[config.mk]
export PLATFORM = sky130hd
export DESIGN_NAME = pipe_hazard_ctrl
export DESIGN_NICKNAME = d
export VERILOG_FILES = /design/src/rtl/pipe_hazard_ctrl.sv
export SDC_FILE = /design/constraint.sdc
export NUM_CORES = 1
export LEC_CHECK = 0
export ABC_AREA = 1
export BUFFER_PORTS_ARGS = -buffer_cell sky130_fd_sc_hd__buf_4
export CAP_MARGIN = 5
export CORE_ASPECT_RATIO = 0.75
export CORE_MARGIN = 5
export CORE_UTILIZATION = 40
export CTS_BUF_LIST = sky130_fd_sc_hd__clkbuf_8
export DETAILED_ROUTE_END_ITERATION = 10
export HOLD_SLACK_MARGIN = 0.05
export PLACE_DENSITY = 0.75
export SYNTH_ARGS = -nofsm -noshare
export SYNTH_HDL_FRONTEND = slang
export SYNTH_SLANG_ARGS = --single-unit
[constraint.sdc]
create_clock -name clk_i -period 1.4 [get_ports clk_i]
set_input_delay 0.07 -clock clk_i [delete_from_list [all_inputs] [get_ports clk_i]]
set_output_delay 0.07 -clock clk_i [all_outputs]
set_load 0.05 [all_outputs]
[src/rtl/pipe_hazard_ctrl.sv]
// Hazard sequencer for the IF/ID and ID/EX pipeline registers of the 5-stage core:
// load-use stalls, branch flushes, multiply occupancy of EX, memory freezes, stall counter.
module pipe_hazard_ctrl #(
    parameter int unsigned MUL_LAT = 4,
    parameter int unsigned PERF_W  = 32
) (
    input  logic              clk_i,
    input  logic              rst_i,
    input  logic              IDEX_MemRead_i,
    input  logic [4:0]        IDEX_RTaddr_i,
    input  logic [4:0]        IFID_RSaddr_i,
    input  logic [4:0]        IFID_RTaddr_i,
    input  logic              ID_UsesRT_i,
    input  logic              ID_Branch_i,
    input  logic              ID_Mul_i,
    input  logic              MemStall_i,
    output logic              PC_write_o,
    output logic              IFID_write_o,
    output logic              IFID_flush_o,
    output logic              IDEX_write_o,
    output logic              IDEX_bubble_o,
    output logic              freeze_o,
    output logic              mul_busy_o,
    output logic [PERF_W-1:0] stall_cnt_o
);

    localparam int unsigned MCNT_W = 3;

    typedef enum logic {
        RUN      = 1'b0,
        MUL_BUSY = 1'b1
    } state_t;

    state_t              state_q;
    state_t              state_d;
    logic [MCNT_W-1:0]   mcnt_q;
    logic [MCNT_W-1:0]   mcnt_d;
    logic                load_use;

    // Load in EX whose destination feeds a source of the instruction in ID ($0 never hazards)
    assign load_use = IDEX_MemRead_i && (IDEX_RTaddr_i != 5'd0) &&
                      ((IDEX_RTaddr_i == IFID_RSaddr_i) ||
                       (ID_UsesRT_i && (IDEX_RTaddr_i == IFID_RTaddr_i)));

    always_ff @(posedge clk_i) begin
        if (rst_i) begin
            state_q     <= RUN;
            mcnt_q      <= '0;
            stall_cnt_o <= '0;
        end else begin
            state_q <= state_d;
            mcnt_q  <= mcnt_d;
            if (!PC_write_o) begin
                stall_cnt_o <= stall_cnt_o + PERF_W'(1);
            end
        end
    end

    always_comb begin
        state_d       = state_q;
        mcnt_d        = mcnt_q;
        PC_write_o    = 1'b0;
        IFID_write_o  = 1'b0;
        IFID_flush_o  = 1'b0;
        IDEX_write_o  = 1'b0;
        IDEX_bubble_o = 1'b0;
        freeze_o      = 1'b0;
        mul_busy_o    = 1'b0;

        if (rst_i) begin
            // Drain bubbles into ID/EX and IF/ID while reset is held
            IFID_flush_o  = 1'b1;
            IDEX_write_o  = 1'b1;
            IDEX_bubble_o = 1'b1;
            state_d       = RUN;
            mcnt_d        = '0;
        end else if (MemStall_i) begin
            freeze_o   = 1'b1;
            mul_busy_o = (state_q == MUL_BUSY);
        end else if (state_q == MUL_BUSY) begin
            mul_busy_o = 1'b1;
            mcnt_d     = mcnt_q - MCNT_W'(1);
            if (mcnt_q <= MCNT_W'(1)) begin
                state_d = RUN;
                mcnt_d  = '0;
            end
        end else if (load_use) begin
            IDEX_write_o  = 1'b1;
            IDEX_bubble_o = 1'b1;
        end else begin
            PC_write_o   = 1'b1;
            IFID_write_o = 1'b1;
            IDEX_write_o = 1'b1;
            if (ID_Branch_i) begin
                IFID_flush_o = 1'b1;
            end else if (ID_Mul_i) begin
                state_d = MUL_BUSY;
                mcnt_d  = MCNT_W'(MUL_LAT - 1);
            end
        end
    end

endmodule

-- Word level (Yosys, flattened, before mapping)
Cells that the tools add are included.
Widths: inputs -> output; s select.
- bits in registers: 36
- input port bits: 22
- multiplexer cells: 31
- bitwise gates (word level): 1
- equality and inequality tests: 4
- $lt $le $gt $ge: 1
- reductions and logical operators: 7
- add/subtract/negate cells: 2
- operator list (kind ; count):
    $add 32x1->32 const B ; 1
    $mux 1 ; 26
    $mux 3 ; 5
    $eq 5x5->1 ; 2
    $reduce_bool 5->1 ; 1
    $reduce_and 4->1 ; 1
    $le 3x1->1 const B ; 1
    $logic_and 1x1->1 ; 3
    $sub 3x1->3 const B ; 1
    $ne 2x1->1 const B ; 1
    $ne 2x2->1 const B ; 1
    $reduce_bool 2->1 ; 1
    $logic_or 1x1->1 ; 1
    $not 1->1 ; 1

-- Longest topological paths before layout
Gate-level depths: netlist (run 1).
- word-level depth: 8
- mapped depth: 13
- mapped depth without buffers: 12

-- Worst setup path before layout (run 1)
Ideal clock, no wire load.
- path kind: register to output
- start point: reg state_q
- end point: out IDEX_bubble_o
- data required time: 1.330 ns
- cell stages (with the launch flop): 5
- buffers on the path: 1
- path slack: -0.730 ns
- arrival: 2.060 ns
- path through: dfxtp_1 -> nor2_2 -> buf_2 -> inv_1 -> o21ai_0
- longest elaborated chain between the ends: 3
- ends and longest elaborated chain (what ; RTL line ; text):
    start: declaration ; 34 ; state_t state_q;
    start signal: assignment ; 51 ; state_q <= state_d;
    $mux 1 ; 80 ; end else if (state_q == MUL_BUSY) begin
    $mux 1 ; 77 ; end else if (MemStall_i) begin
    $mux 1 ; 70 ; if (rst_i) begin
    end: declaration ; 21 ; output logic IDEX_bubble_o,
No other way between the ends.

-- Worst setup path after layout (run 1)
- start point: reg stall_cnt_o[25]
- end point: reg stall_cnt_o[26]
- longest elaborated chain between the ends: 1
- ends and longest elaborated chain (what ; RTL line ; text):
    start: declaration ; 24 ; output logic [PERF_W-1:0] stall_cnt_o
    start signal: assignment ; 54 ; stall_cnt_o <= stall_cnt_o + PERF_W'(1);
    $add 32x1->32 ; 54 ;
No other way between the ends.
A chain may end at the register's enable or synchronous reset.

==> impl_results.md, run 1 <==
- RSZ-0062 raised after global routing: yes
- Share of synthesized registers carrying an async set or reset: 0%
- R2r setup slk: -0.04 ns
- CP Launch Type: flip-flop
- Vias per cell: around 5.1
- Post-Syn Area per Cell: a little under 6 um^2
- Worst hold start: MemStall_i
- Worst-path cell chain: buf_4, nand2_1, nor3_1, nand2_1, nor2_2, nand3_1, nand2_1, nand2_1, a21oi_1
- Top post-synthesis cells by count: nand2_1 (153), nor2_1 (55), inv_1 (52)
- WP buf/inv: 1
- Post-synth top area cell: dfxtp_1
- Crit path DAT: approximately 1.7 ns
- Die area: 0.008177 mm^2
- Final Max Tran Viols: 0
- YS warnings: 0
- Synth cell types: 29
- HPWL after DPL: between 6000 and 7000 um
- Final GP Congestion: 0.9883
- Drt total wl: 8576 um
- Clock root cell: clkbuf_8
- Pre-antenna DRT Iters: 5
- Min Tclk post-route: 1.444 ns
- Tcrit/Tclk final: 103.1%
- Starting Density: 41.05%
- Largest net degree at the start of global routing: 31
- Synth Cell Area: 0.002581 mm^2
- Final nets: 570
- Final Skew: 0.006877 ns
- Die Width: 102.8 um
- Outcome: complete, but fails checks
- Leakage dissipation: 0.001858 uW
- Ranking of synthesized cells by area: dfxtp_1 (28%), nand2_1 (22%), nor2_1 (8.0%)
- Crit path largest cell delay: 0.34 ns
- Final setup TNS: -0.2029 ns
- Req. time, crit path: 1.63 ns
- Initial antenna violation count: 0
- Top Family by Delay on Critical Path: simple AND/OR/NAND/NOR gates
- Least-Margin Pin Slew: 0.2940 ns
- I/O pin count: 61
- Max clock buf depth: 2
- Crit. End Element: flip-flop
- Antenna Diode Count: 0
- Cell with the most instances after synthesis: nand2_1
- Worst R2R Path Depth: 9
- Final worst slack: -0.04403 ns
- Gr ovfl total: 0
- Post-Syn Instances: between 400 and 500
- EDFF count, synth: 0
- CP Class: flip-flop to flip-flop
- First-pass GRT wire length: 13,320 um
- Sequential share of the synthesized area: 27.92%
- Pwr dens: a little under 600 mW/mm^2
- CTS clk-pin slew, worst paths: 0.08 ns
- Synth top area share: 27.92%
- Max_cap viols: 0
- Initial drt markers: 245
- CTS tree: yes
- FF-to-FF End: stall_cnt_o[26]$_SDFFE_PP0N_
- Insertion delay to the later sink of the worst-skew pair: 0.30 ns
- Worst hold slack: 0.06970 ns
- WHS Endpoint: state_q$_SDFFE_PP0N_
- Vias in the first global route: 2,945
- # rows: 25
- Synth Flop Type: dfxtp_1
- CP dominant cell by count: nand2_1
- Worst path slowest cell: dfxtp_4
- Fmax: 0.6925 GHz
- Die Ht: 79.57 um
- Failing checks: negative setup slack
- CTS buffer count: 5
- Core Box Area: ~0.0063 mm^2
- Endpoints failing hold: 0
- H-tree depth: 2
- Worst hold path depth: 3
- Setup-failing EPs final: 7
- FF-to-FF Start: stall_cnt_o[25]$_SDFFE_PP0N_
- Mapped Nets: 467
- CTS Sinks: 36
- DR vias: 3,193
- Layout cells sized above 1: 42.49%
- WL per Instance: 13.68 um
- Area Overhead vs Synth: 55.40%
- Remaining DRCs: 0
- GRT Util Overall: between 20% and 30%
- IO buf count: 60
- Worst vdd ir: around 450 uV
- Hold crit path type: input port to flip-flop
- DRT antenna net count: 0
- Slew headroom: 80.40%
- Critical Path Fanout Max: 4
- #FFs+latches synth: 36
metrics by stage:
step / area [um^2] / utilization (%) / instances / worst slack [ns] / total power (uW)
floorplan: 2749 / - / 442 / -0.06728 / 1339
global placement: 3471 / 55.20 / 601 / -0.07674 / 1481
detailed placement: 3471 / 55.20 / 601 / -0.07915 / 1493
CTS: 3682 / 58.57 / 614 / -0.005011 / 2346
global route: 4011 / 63.80 / 627 / -0.2529 / 2474
finish: 4011 / 63.80 / 627 / -0.04403 / 2376
registers in the layout, summed over array words and instances, names as in the netlist:
signal	cells
mcnt_q	3
stall_cnt_o	32
state_q	1
layout make-up:
cell class	count	area (um^2)
inverters	60	244.0
repair buffers	108	880.8
well taps	81	101.3
flip-flops and latches	36	820.8
fillers	540	2276
multi-input cells	334	1864
clock buffers	7	96.34
clock inverters	1	3.754
power breakdown:
part / total (uW) / leakage [uW] / internal, uW / switching (uW)
clock network: 850 / 0.0000557 / 443 / 407
logic: 503 / 0.00149 / 204 / 299
registers: 1020 / 0.000314 / 1000 / 21.3
metal layers:
layer	routed length, um	vias up	GRT usage [%]	part of all wire (%)
li1	-	1599	-	-
met1	3818	1469	28.04	45
met2	3960	110	32.28	46
met3	680	15	4.017	7.9
met4	116	0	5.821	1.4
met5	0	-	0	0
worst max path at each step:
stage                                 start                            to  slack [ns]  cells after the start
2_1_floorplan   stall_cnt_o[0]$_SDFFE_PP0N_  stall_cnt_o[16]$_SDFFE_PP0N_       -0.07                      9
3_3_place_gp    stall_cnt_o[9]$_SDFFE_PP0N_  stall_cnt_o[20]$_SDFFE_PP0N_       -0.08                      9
3_5_place_dp    stall_cnt_o[9]$_SDFFE_PP0N_  stall_cnt_o[20]$_SDFFE_PP0N_       -0.08                      9
4_1_cts        stall_cnt_o[11]$_SDFFE_PP0N_  stall_cnt_o[24]$_SDFFE_PP0N_      -0.005                      9
5_1_grt        stall_cnt_o[25]$_SDFFE_PP0N_  stall_cnt_o[26]$_SDFFE_PP0N_       -0.25                      9
6_report       stall_cnt_o[25]$_SDFFE_PP0N_  stall_cnt_o[26]$_SDFFE_PP0N_       -0.04                      9
kinds of logic (layout without fill, tap and decap cells):
kind of cell               after synthesis  after routing  synth area share, %
xor gates and xnor gates                 5              5                1.697
adders and majority gates                3              3                1.454
DFF                                     36             36                27.92
AOI/OAI and AO/OA                       37             37                7.174
buffers and inverters                   72            176                11.83
and+or+nand+nor                        289            289                49.93
worst reg2reg max path, stage by stage (launching register included):
cell,delay [ns]
dfxtp_4,0.34
buf_4,0.12
nand2_1,0.07
nor3_1,0.23
nand2_1,0.11
nor2_2,0.18
nand3_1,0.09
nand2_1,0.07
nand2_1,0.05
a21oi_1,0.10
layout by cell type, fill, tap and decap left out, types with 7 or more instances in the layout:
cell type / netlist / routed
nand2_2: 2 / 11
dfxtp_4: 0 / 24
nor2_1: 55 / 38
nand3_1: 26 / 22
nand2_1: 153 / 137
clkbuf_8: 0 / 7
inv_2: 8 / 11
nor2_4: 1 / 7
dfxtp_2: 0 / 8
buf_4: 3 / 98
nor3_2: 2 / 9
nor2_2: 5 / 16
a21oi_1: 28 / 27
inv_1: 52 / 44
nand2_4: 2 / 9
nand4_1: 16 / 16
timing repair:
| action | 4_1_cts | 5_1_grt |
|---|---|---|
| pin swaps | 6 | 26 |
| endpoints found under the hold margin | 0 | 1 |
| buffers inserted | 5 | 12 |
| endpoints found under the setup margin | 17 | 29 |
| hold buffers | 0 | 1 |
| resized for setup | 19 | 67 |
(Power assumes the default switching activity.)
==> run 2, diff against run 1 <==
- PLACE_DENSITY: 0.75 -> 0.63
==> run 2 against run 1 <==
- the run still ends with negative setup slack left
- sequential share of layout area down 0.82 points
- clock skew up 0.0045 ns
- sequential power hardly changed
- global-route usage up 1.6 points
- first-iteration DRC count grew 12%
- highest routed layer unchanged
==> impl_results.md, run 2 (synthesized netlist as in run 1, its figures left out) <==
- Outcome: complete, but fails checks (unchanged)
- Failing checks: negative setup slack (unchanged)
- Final worst slack: -0.07044 ns (was -0.04403 ns)
- CTS buffer count: 5 (unchanged)
- Layout Cells excl Fill: 642 (was 627)
- Worst hold slack: 0.06114 ns (was 0.06970 ns)
- Endpoints failing hold: 0 (unchanged)
- H-tree depth: 2 (unchanged)
- CTS Sinks: 36 (unchanged)
- Worst hold path depth: 3 (unchanged)
- Vias in the first global route: 2,993 (was 2,945)
- Worst R2R Path Depth: 9 (unchanged)
- Insertion delay to the later sink of the worst-skew pair: 0.29 ns (was 0.30 ns)
- First-pass GRT wire length: 14,260 um (was 13,320 um)
- Final Max Tran Viols: 0 (unchanged)
- IO buf count: 60 (unchanged)
- Leakage dissipation: 0.002045 uW (was 0.001858 uW)
- Layout cells sized above 1: 45.99% (was 42.49%)
- Hold crit path type: input port to flip-flop (unchanged)
- Req. time, crit path: 1.62 ns (was 1.63 ns)
- Initial drt markers: 274 (was 245)
- DR vias: 3,246 (was 3,193)
- HPWL after DPL: 6502 um (was 6242 um)
- RSZ-0062 raised after global routing: yes (unchanged)
- Final Skew: 0.01135 ns (was 0.006877 ns)
- Cell area after layout: 0.004179 mm^2 (was 0.004011 mm^2)
- Drt total wl: 9086 um (was 8576 um)
- Worst vdd ir: 446.6 uV (was 454.9 uV)
- CTS tree: yes (unchanged)
- Slew headroom: 80.41% (was 80.40%)
- Final nets: 585 (was 570)
- Setup-failing EPs final: 10 (was 7)
- Pwr dens: 533.8 mW/mm^2 (was 592.4 mW/mm^2)
- Final GP Congestion: 0.9054 (was 0.9883)
- Core Box Area: 0.006287 mm^2 (unchanged)
- Largest register by flop count: stall_cnt_o (unchanged)
- CP Launch Type: flip-flop (unchanged)
- Commonest non-fill, non-tap cell in the layout: nand2_1 (unchanged)
- CP Class: flip-flop to flip-flop (unchanged)
- Max clock buf depth: 2 (unchanged)
- Fmax: 0.6801 GHz (was 0.6925 GHz)
- Crit. End Element: flip-flop (unchanged)
- Most frequent cells in the layout: nand2_1 (130), buf_4 (115), inv_1 (45) (was nand2_1 (137), buf_4 (98), inv_1 (44))
- Die Ht: 79.57 um (unchanged)
- Remaining DRCs: 0 (unchanged)
- Min Tclk post-route: 1.470 ns (was 1.444 ns)
- Starting Density: 41.05% (unchanged)
- Hold-fix buffers, CTS: 0 (unchanged)
- GRT Util Overall: 22.04% (was 20.39%)
- Critical Path Fanout Max: 4 (unchanged)
- Antenna Diode Count: 0 (unchanged)
- Die Width: 102.8 um (unchanged)
- Crit path DAT: 1.69 ns (was 1.67 ns)
- Placed cell area: 0.003563 mm^2 (was 0.003471 mm^2)
- Vias per cell: 5.056 (was 5.093)
- Largest net degree at the start of global routing: 22 (was 31)
- Pre-antenna DRT Iters: 7 (was 5)
- DRT antenna net count: 0 (unchanged)
- Regs by FF count: stall_cnt_o x32, mcnt_q x3, state_q x1 (unchanged)
- Tcrit/Tclk final: 105.0% (was 103.1%)
- WL per Instance: 14.15 um (was 13.68 um)
- Gr ovfl total: 0 (unchanged)
- Area Overhead vs Synth: 61.90% (was 55.40%)
- Die area: 0.008177 mm^2 (unchanged)
- Max_cap viols: 0 (unchanged)
- Final setup TNS: -0.3273 ns (was -0.2029 ns)
- Least-Margin Pin Slew: 0.2939 ns (was 0.2940 ns)
- Initial antenna violation count: 0 (unchanged)
- CTS clk-pin slew, worst paths: 0.08 ns (about the same)
- Max reg flops: 32 (unchanged)
- # rows: 25 (unchanged)
- Clock root cell: clkbuf_8 (unchanged)
- # placed instances: 615 (was 601)
- I/O pin count: 61 (unchanged)
- Final core occ: 66.47% (was 63.80%)
==> run 2: cell type report <==
type | count | area, um^2
Fill cell | 565 | 2108
Multi-Input combinational cell | 334 | 1977
Timing Repair Buffer | 123 | 962.2
Sequential cell | 36 | 820.8
Inverter | 60 | 236.5
Tap cell | 81 | 101.3
Clock buffer | 5 | 68.82
Clock inverter | 3 | 12.51
==> run 2: worst max-delay path: stages (launching register included) <==
cell and delay [ns]:
dfxtp_4 0.39, ha_4 0.15, nand2_4 0.06, inv_4 0.08, nand2_8 0.07, nor2_4 0.19, nand3_2 0.12, xor2_2 0.15
nand2_1 0.08, a21oi_2 0.10
==> run 2: timing repair <==
| action | CTS | global route |
|---|---|---|
| pin swaps | 13 | 42 |
| resized for setup | 32 | 74 |
| setup endpoints to repair | 19 | 30 |
| setup buffers | 9 | 10 |
==> run 2: final timing paths <==
kind                                 from                      endpoint  slack (ns)
min reg2reg  stall_cnt_o[29]$_SDFFE_PP0N_  stall_cnt_o[29]$_SDFFE_PP0N_        0.50
max           stall_cnt_o[0]$_SDFFE_PP0N_  stall_cnt_o[16]$_SDFFE_PP0N_       -0.07
min                            MemStall_i          state_q$_SDFFE_PP0N_        0.06
max reg2reg   stall_cnt_o[0]$_SDFFE_PP0N_  stall_cnt_o[16]$_SDFFE_PP0N_       -0.07
==> run 2: through the flow <==
stage	total power (uW)	worst slack (ns)
detailed placement	1494	-0.09644
floorplan	1339	-0.06728
CTS	2238	-0.01285
global route	2345	-0.1494
global placement	1490	-0.07956
finish	2231	-0.07044
==> run 2: layer usage <==
layer | GRT usage [%] | share of wire, % | routed length, um | up-vias
met5 | 0 | 0 | 0 | -
met4 | 4.010 | 0.86 | 78 | 0
met3 | 4.017 | 6.7 | 607 | 19
met2 | 34.09 | 46 | 4182 | 109
met1 | 32.10 | 46 | 4217 | 1487
li1 | - | - | - | 1631
==> run 2: where the power goes <==
group / leakage [uW] / internal (uW) / switching [uW]
clock network: 0.0000505 / 336 / 396
registers: 0.000314 / 1000 / 24.6
logic: 0.00168 / 180 / 293
